<file path="config.mk">
export PLATFORM = sky130hd
export DESIGN_NAME = spike_event_encoder
export DESIGN_NICKNAME = d
export VERILOG_FILES = /design/src/rtl/snn_pkg.sv /design/src/rtl/lowest_set_bit.sv /design/src/rtl/spike_event_encoder.sv
export SDC_FILE = /design/constraint.sdc
export NUM_CORES = 1
export LEC_CHECK = 0
export CORE_UTILIZATION = 30
export CTS_CLUSTER_SIZE = 20
export DETAILED_ROUTE_END_ITERATION = 8
export GPL_ROUTABILITY_DRIVEN = 0
export PLACE_DENSITY = 0.52
export SYNTH_ARGS = -nofsm -noshare
export SYNTH_HDL_FRONTEND = slang
export SYNTH_SLANG_ARGS = --single-unit
</file>
<file path="constraint.sdc">
create_clock -name clk -period 3.3 [get_ports clk]
set_input_delay 0.66 -clock clk [delete_from_list [all_inputs] [get_ports clk]]
set_output_delay 0.66 -clock clk [all_outputs]
set_load 0.05 [all_outputs]
</file>
<file path="src/rtl/snn_pkg.sv">
// Shared definitions for the spiking-network layer interconnect: default widths
// and the address-event record exchanged between encoder and decoder.
package snn_pkg;

    localparam int SNN_N  = 8;
    localparam int SNN_AW = 3;
    localparam int SNN_TW = 4;

    typedef struct packed {
        logic [SNN_AW-1:0] addr;
        logic [SNN_TW-1:0] tstamp;
        logic              last;
    } spike_event_t;

    function automatic spike_event_t pack_event(
        input logic [SNN_AW-1:0] addr,
        input logic [SNN_TW-1:0] tstamp,
        input logic              last
    );
        spike_event_t ev;
        ev.addr   = addr;
        ev.tstamp = tstamp;
        ev.last   = last;
        return ev;
    endfunction

endpackage

</file>
<file path="src/rtl/lowest_set_bit.sv">
// N-bit priority encoder: index and one-hot of the lowest set bit, plus a flag
// telling whether exactly one bit is set.
module lowest_set_bit import snn_pkg::*; #(
    parameter int N  = SNN_N,
    parameter int AW = SNN_AW
) (
    input  logic [N-1:0]  vec,
    output logic [AW-1:0] idx,
    output logic [N-1:0]  onehot,
    output logic          single
);

    // Scan from the top so the lowest set bit is the last one to win.
    always_comb begin
        idx = '0;
        for (int i = N - 1; i >= 0; i--) begin
            idx = vec[i] ? AW'(i) : idx;
        end
    end

    // Two's-complement trick isolates the lowest set bit.
    always_comb begin
        onehot = vec & (~vec + N'(1));
        single = (vec != '0) && ((vec & (vec - N'(1))) == '0);
    end

endmodule

</file>
<file path="src/rtl/spike_event_encoder.sv">
// Serialises a sampled spike vector into address events (neuron index + frame
// timestamp) over a valid/ready stream, with a one-deep frame buffer behind it.
module spike_event_encoder import snn_pkg::*; #(
    parameter int N  = SNN_N,
    parameter int AW = SNN_AW,
    parameter int TW = SNN_TW
) (
    input  logic          clk,
    input  logic          reset,
    input  logic          enable,
    input  logic          sample,
    input  logic [N-1:0]  spikes_in,
    output logic          event_valid,
    input  logic          event_ready,
    output logic [AW-1:0] event_addr,
    output logic [TW-1:0] event_tstamp,
    output logic          event_last,
    output logic          overflow,
    output logic          busy
);

    logic [N-1:0]  work_q, work_d;
    logic [TW-1:0] work_ts_q, work_ts_d;
    logic [N-1:0]  buf_q, buf_d;
    logic [TW-1:0] buf_ts_q, buf_ts_d;
    logic          buf_full_q, buf_full_d;
    logic [TW-1:0] frame_cnt_q, frame_cnt_d;
    logic          overflow_q, overflow_d;

    logic [AW-1:0] lsb_idx_s;
    logic [N-1:0]  lsb_onehot_s;
    logic          lsb_single_s;
    logic          work_nz_s;
    logic          hs_s;
    logic          accept_s;
    logic          new_frame_s;
    logic [N-1:0]  work_rem_s;

    lowest_set_bit #(
        .N  (N),
        .AW (AW)
    ) u_lsb (
        .vec    (work_q),
        .idx    (lsb_idx_s),
        .onehot (lsb_onehot_s),
        .single (lsb_single_s)
    );

    // Next-state: retire the current event, then route buffer and new frame.
    always_comb begin
        work_d      = work_q;
        work_ts_d   = work_ts_q;
        buf_d       = buf_q;
        buf_ts_d    = buf_ts_q;
        buf_full_d  = buf_full_q;
        frame_cnt_d = frame_cnt_q;
        overflow_d  = overflow_q;

        work_nz_s   = (work_q != '0);
        hs_s        = work_nz_s && event_ready;
        work_rem_s  = hs_s ? (work_q & ~lsb_onehot_s) : work_q;
        accept_s    = sample && enable;
        new_frame_s = accept_s && (spikes_in != '0);

        if (accept_s) begin
            frame_cnt_d = frame_cnt_q + TW'(1);
        end else begin
            frame_cnt_d = frame_cnt_q;
        end

        work_d = work_rem_s;
        if ((work_rem_s == '0) && buf_full_q) begin
            // Buffer refills work on the same edge; a new frame takes its place.
            work_d     = buf_q;
            work_ts_d  = buf_ts_q;
            buf_full_d = new_frame_s;
            if (new_frame_s) begin
                buf_d    = spikes_in;
                buf_ts_d = frame_cnt_q;
            end else begin
                buf_d    = buf_q;
            end
        end else if (work_rem_s == '0) begin
            if (new_frame_s) begin
                work_d    = spikes_in;
                work_ts_d = frame_cnt_q;
            end else begin
                work_d    = work_rem_s;
            end
        end else if (!buf_full_q) begin
            if (new_frame_s) begin
                buf_d      = spikes_in;
                buf_ts_d   = frame_cnt_q;
                buf_full_d = 1'b1;
            end else begin
                buf_full_d = 1'b0;
            end
        end else begin
            overflow_d = overflow_q | new_frame_s;
        end
    end

    // State registers with synchronous reset.
    always_ff @(posedge clk) begin
        if (reset) begin
            work_q      <= '0;
            work_ts_q   <= '0;
            buf_q       <= '0;
            buf_ts_q    <= '0;
            buf_full_q  <= 1'b0;
            frame_cnt_q <= '0;
            overflow_q  <= 1'b0;
        end else begin
            work_q      <= work_d;
            work_ts_q   <= work_ts_d;
            buf_q       <= buf_d;
            buf_ts_q    <= buf_ts_d;
            buf_full_q  <= buf_full_d;
            frame_cnt_q <= frame_cnt_d;
            overflow_q  <= overflow_d;
        end
    end

    // Outputs depend only on registered state; idle fields are forced to zero.
    always_comb begin
        event_valid  = (work_q != '0);
        event_addr   = event_valid ? lsb_idx_s : '0;
        event_tstamp = event_valid ? work_ts_q : '0;
        event_last   = event_valid && lsb_single_s;
        overflow     = overflow_q;
        busy         = (work_q != '0) || buf_full_q;
    end

endmodule

</file>
==> Yosys cells after proc, flatten, opt, wreduce, memory -nomap -nowiden <==
Index checks and enable logic that the tools add are counted.
{ "word_totals": {"register_bits": 30, "out_inout_bits": 11} }
{ "classes": {"add_sub_neg": 3, "n_eq_ne": 2, "muxes": 29, "bitwise": 8, "n_reduce_logical": 16} }
{ "op_table": {"columns": ["op", "n"], "rows": [
  ["8-bit two-way mux", 8],
  ["4-bit two-way mux", 8],
  ["3-bit two-way mux", 9],
  ["8-bit bitwise AND", 3],
  ["8-bit logical NOT", 2],
  ["8-bit NOT", 2],
  ["8-bit nonzero test", 2],
  ["8-bit by 1-bit adder with 8-bit output, second input constant", 1],
  ["8-bit by 1-bit subtractor with 8-bit output, second input constant", 1],
  ["1-bit logical AND", 6],
  ["4-bit by 1-bit adder with 4-bit output, second input constant", 1],
  ["1-bit two-way mux", 4],
  ["2-bit by 1-bit inequality test with 1-bit output, second input constant", 2],
  ["2-bit AND reduction", 2],
  ["2-bit nonzero test", 2],
  ["3-bit AND reduction", 1],
  ["1-bit NOT", 2],
  ["1-bit logical OR", 1],
  ["1-bit OR", 1]
]} }

==> Longest topological paths before layout <==
{ "depth": {"word_depth": 10, "ltp_mapped": 10, "depth_no_buf": 8} }

==> Modules after synthesis <==
From an unflattened synthesis, not the netlist that was laid out.
{ "hier_totals": {"cells_unflattened": 222, "area_unflattened_um2": 1821.7} }
{ "by_module_without_submodules": {"columns": ["module", "n_inst", "cells_each", "area_each_um2"], "rows": [
  ["spike_event_encoder", 1, 187, 1607.8],
  ["lowest_set_bit", 1, 35, 214.0]
]} }

==> Least setup slack after synthesis <==
OpenSTA, ideal clock, no wires.
{ "synth_timing": {"path_type": "reg2out", "from": "register work_q[4]", "to": "output event_addr[0]", "arrival_time_ps": 2294, "slack_ps": 346, "path_stages_with_launch": 6, "path_buffers": 1, "cell_sequence": "dfxtp_1 -> clkbuf_1 -> nor4_1 -> nand2_1 -> inv_1 -> nor3_1"} }
{ "synth_rtl": {"columns": ["element", "line_no", "source"], "rows": [
  ["start: declaration", "spike_event_encoder.sv:22", "logic [N-1:0] work_q, work_d;"],
  ["start signal: assignment", "spike_event_encoder.sv:114", "work_q <= work_d;"],
  ["8-bit nonzero test", "spike_event_encoder.sv:126", "event_valid = (work_q != '0);"],
  ["net event_valid", "spike_event_encoder.sv:13", "output logic event_valid,"],
  ["3-bit two-way mux", "spike_event_encoder.sv:127", "event_addr = event_valid ? lsb_idx_s : '0;"],
  ["end: declaration", "spike_event_encoder.sv:15", "output logic [AW-1:0] event_addr,"]
]} }
The timed path passes the listed nets, and every way through them passes these cells.

==> Final worst setup path <==
{ "layout_timing": {"from": "register work_q[2]", "to": "output event_addr[0]"} }
{ "layout_between": {"elab_chain_cells": 4} }
{ "layout_lines": {"columns": ["element", "line_no", "source"], "rows": [
  ["3-bit two-way mux (3 in a row)", "lowest_set_bit.sv:17", "idx = vec[i] ? AW'(i) : idx;"],
  ["3-bit two-way mux *", "spike_event_encoder.sv:127", null]
]} }
Mark *: on every way between the ends. The rest lies on a longest branch, timed or not.

==> metrics.yaml <==
dieArea_mm2: 0.00593
maxSlewViolCount: 0
p_leak_uw: 0.000777
antennaDiodeCount: 0
top_layer_used: "met4"
cts_tree: "built"
synth_cells: 217
synth.avg_cell_area_um2: 7.78
netlist_area_mm2: 0.00169
drive_gt1_frac: 0.108
root_buffer: "clkbuf_8"
wl_met1_um: 2180
grt_pass1_wl_um: 7090
yosys_warnings: 0
critPathKind: "reg2out"
core-area_mm2: 0.00527
cts_max_path_buffers: 2
numCtsBuffers: 5
num_rows: 26
status: "complete, no violations"
worst_slew_pin_slew_ps: 888
ff_latch_area_um2: 601
viasPerCell: 4.93
netlist.area_leader.share: 0.356
dpl_cell_area_mm2: 0.00199
period_minus_slack_ps: 2970
io_buffers: 23
clk_pin_slew_worst_paths_ps: 70
dp_slack_ps: 213
synth-main-ff-cell: "dfxtp_1"
worst_path_largest_cell_delay_ps: 830
worstSkewPairLatency_ps: 280
cp_data_arrival_time_ps: 2310
finish.utilization: 0.407
firstDrtPassIters: 4
yosys_register_bits: 30
grt_overflow_total: 0
grt_pass1_vias: 1450
multi_input_area_um2: 991
cp.required_ps: 2640
path_max_fanout: 9
die_w_um: 77.0
num-nets-final: 257
io-pin-count: 24
ir_worst_vdd_uv: 349
totalWireLength_um: 4130
setup_violations: 0
htreeDepth: 2
worst_slack_ps: 325
path_cells: "nor4_4 -> buf_4 -> nand2_1 -> inv_1 -> nor3_1 -> clkdlybuf4s50_1"
end_kind: "output port"
hold_buffers: 0
wl_per_cell_um: 13.3
drt_iter0_markers: 67
synth_nets: 235
synthTopCellsByArea: "dfxtp_1 36%, a21oi_1 7.1%, nand2_1 6.7%"
fp.dieH_um: 77.0
track_usage: 0.151
synth_edf_count: 0
power_density_mw_per_mm2: 689
synth-seq-area-share: 0.356
yosysTopAreaCell: "dfxtp_1"
ant_nets: 0
start_util: 0.320
fillers: 566
fin_setup_tns_ps: 0
vias: 1528
antenna_found_initial: 0
clock_sinks: 30
post-route-period-util: 0.901
ys_top_cells_by_count: "30 x dfxtp_1, 30 x nand2_1, 24 x a21oi_1"
final_design_area_no_fill_mm2: 0.00215
grt_max_degree: 24
maxSlewHeadroom: 0.406
hold_viol: 0
finClkSkew_ps: 4.30
startpoint_type: "flip-flop"
drv_cap: 0
rsz0062_at_grt: "no"
wl_met2_um: 1740
wl_met3_um: 127
synth_async_sr_flop_share: 0
cts_resized: 0
drc_errors: 0
yosysUniqueCellTypes: 43
hold_path.class: "reg2reg"
cp_slowest_cell: "clkdlybuf4s50_1"
fin_hold_ws_ps: 455
synthToLayoutAreaGrowth_pct: 27.1
fmax_mhz: 336
place_hpwl_um: 2900
[sequential cells by signal, summed over array words and instances, names as in the netlist]
name,count
buf_full_q,1
buf_q,8
buf_ts_q,4
frame_cnt_q,4
overflow,1
work_q,8
work_ts_q,4
[cells by family (layout without fill, tap and decap cells)]
| family | after synthesis | after routing | share of synthesized area |
|---|---|---|---|
| mux | 8 | 8 | 0.0504 |
| simple gates | 84 | 84 | 0.253 |
| fa+ha+maj | 5 | 5 | 0.0371 |
| buf+inv | 25 | 48 | 0.0571 |
| compound gates | 60 | 60 | 0.221 |
| xor+xnor | 5 | 5 | 0.0259 |
| flops | 30 | 30 | 0.356 |
[through the flow]
step / instances / power, uW
6_report: 310 / 1480
5_1_grt: 310 / 1570
4_1_cts: 308 / 1480
3_5_place_dp: 300 / 1010
3_3_place_gp: 300 / 1020
2_1_floorplan: 217 / 829
[what timing repair did]
item | in CTS | in global routing
setup endpoints to repair | 0 | 1
endpoints found under the hold margin | 0 | 0
setup buffers | 0 | 2
[area by class of cell]
class	instances	share of cell area
Multi-Input combinational cell	162	0.462
Sequential cell	30	0.280
Timing Repair Buffer	31	0.135
Tap cell	70	0.0408
Clock buffer	6	0.0385
Clock inverter	2	0.0280
Inverter	9	0.0157
[metal layers]
layer / GRT usage / vias up
met5: 0 / -
met4: 0.0679 / 0
met3: 0.0298 / 7
met2: 0.234 / 26
met1: 0.201 / 696
li1: - / 799
[final timing paths]
path / from / cells after the start / to / slack, ps
max: work_q[2]$_SDFF_PP0_ / 6 / event_addr[0] / 330
min: buf_ts_q[3]$_SDFFE_PP0P_ / 2 / buf_ts_q[3]$_SDFFE_PP0P_ / 460
max reg2reg: work_q[3]$_SDFF_PP0_ / 10 / work_q[2]$_SDFF_PP0_ / 500
min reg2reg: buf_ts_q[3]$_SDFFE_PP0P_ / 2 / buf_ts_q[3]$_SDFFE_PP0P_ / 460
[placed cells by master (no fill, tap or decap), types with 3 or more instances in the layout]
cell and n:
o21bai_1 3, mux2_2 4, and2_1 4, nor4_1 3
nor2_1 15, dfxtp_1 30, nand2_1 30, clkbuf_8 6
clkdlybuf4s50_1 23, buf_4 8, nor2b_1 4, o21ai_1 5
ha_1 5, a21oi_1 24, nand3_1 15, xor2_1 3
mux2i_1 4, inv_1 9, o21ai_0 12
[critical path, delay by kind of cell, from the launching register on]
family / cells / cell delay, ps
AND/OR/NAND/NOR: 3 / 430
buffers and inverters: 3 / 1050
flip-flops: 1 / 550
[power by group]
part | switching [uW] | internal (uW) | leakage [uW]
combinational | 370 | 214 | 0.000462
clock | 142 | 322 | 0.0000714
sequential | 41.0 | 390 | 0.000243
total | 553 | 926 | 0.000777
(Power assumes the default switching activity.)
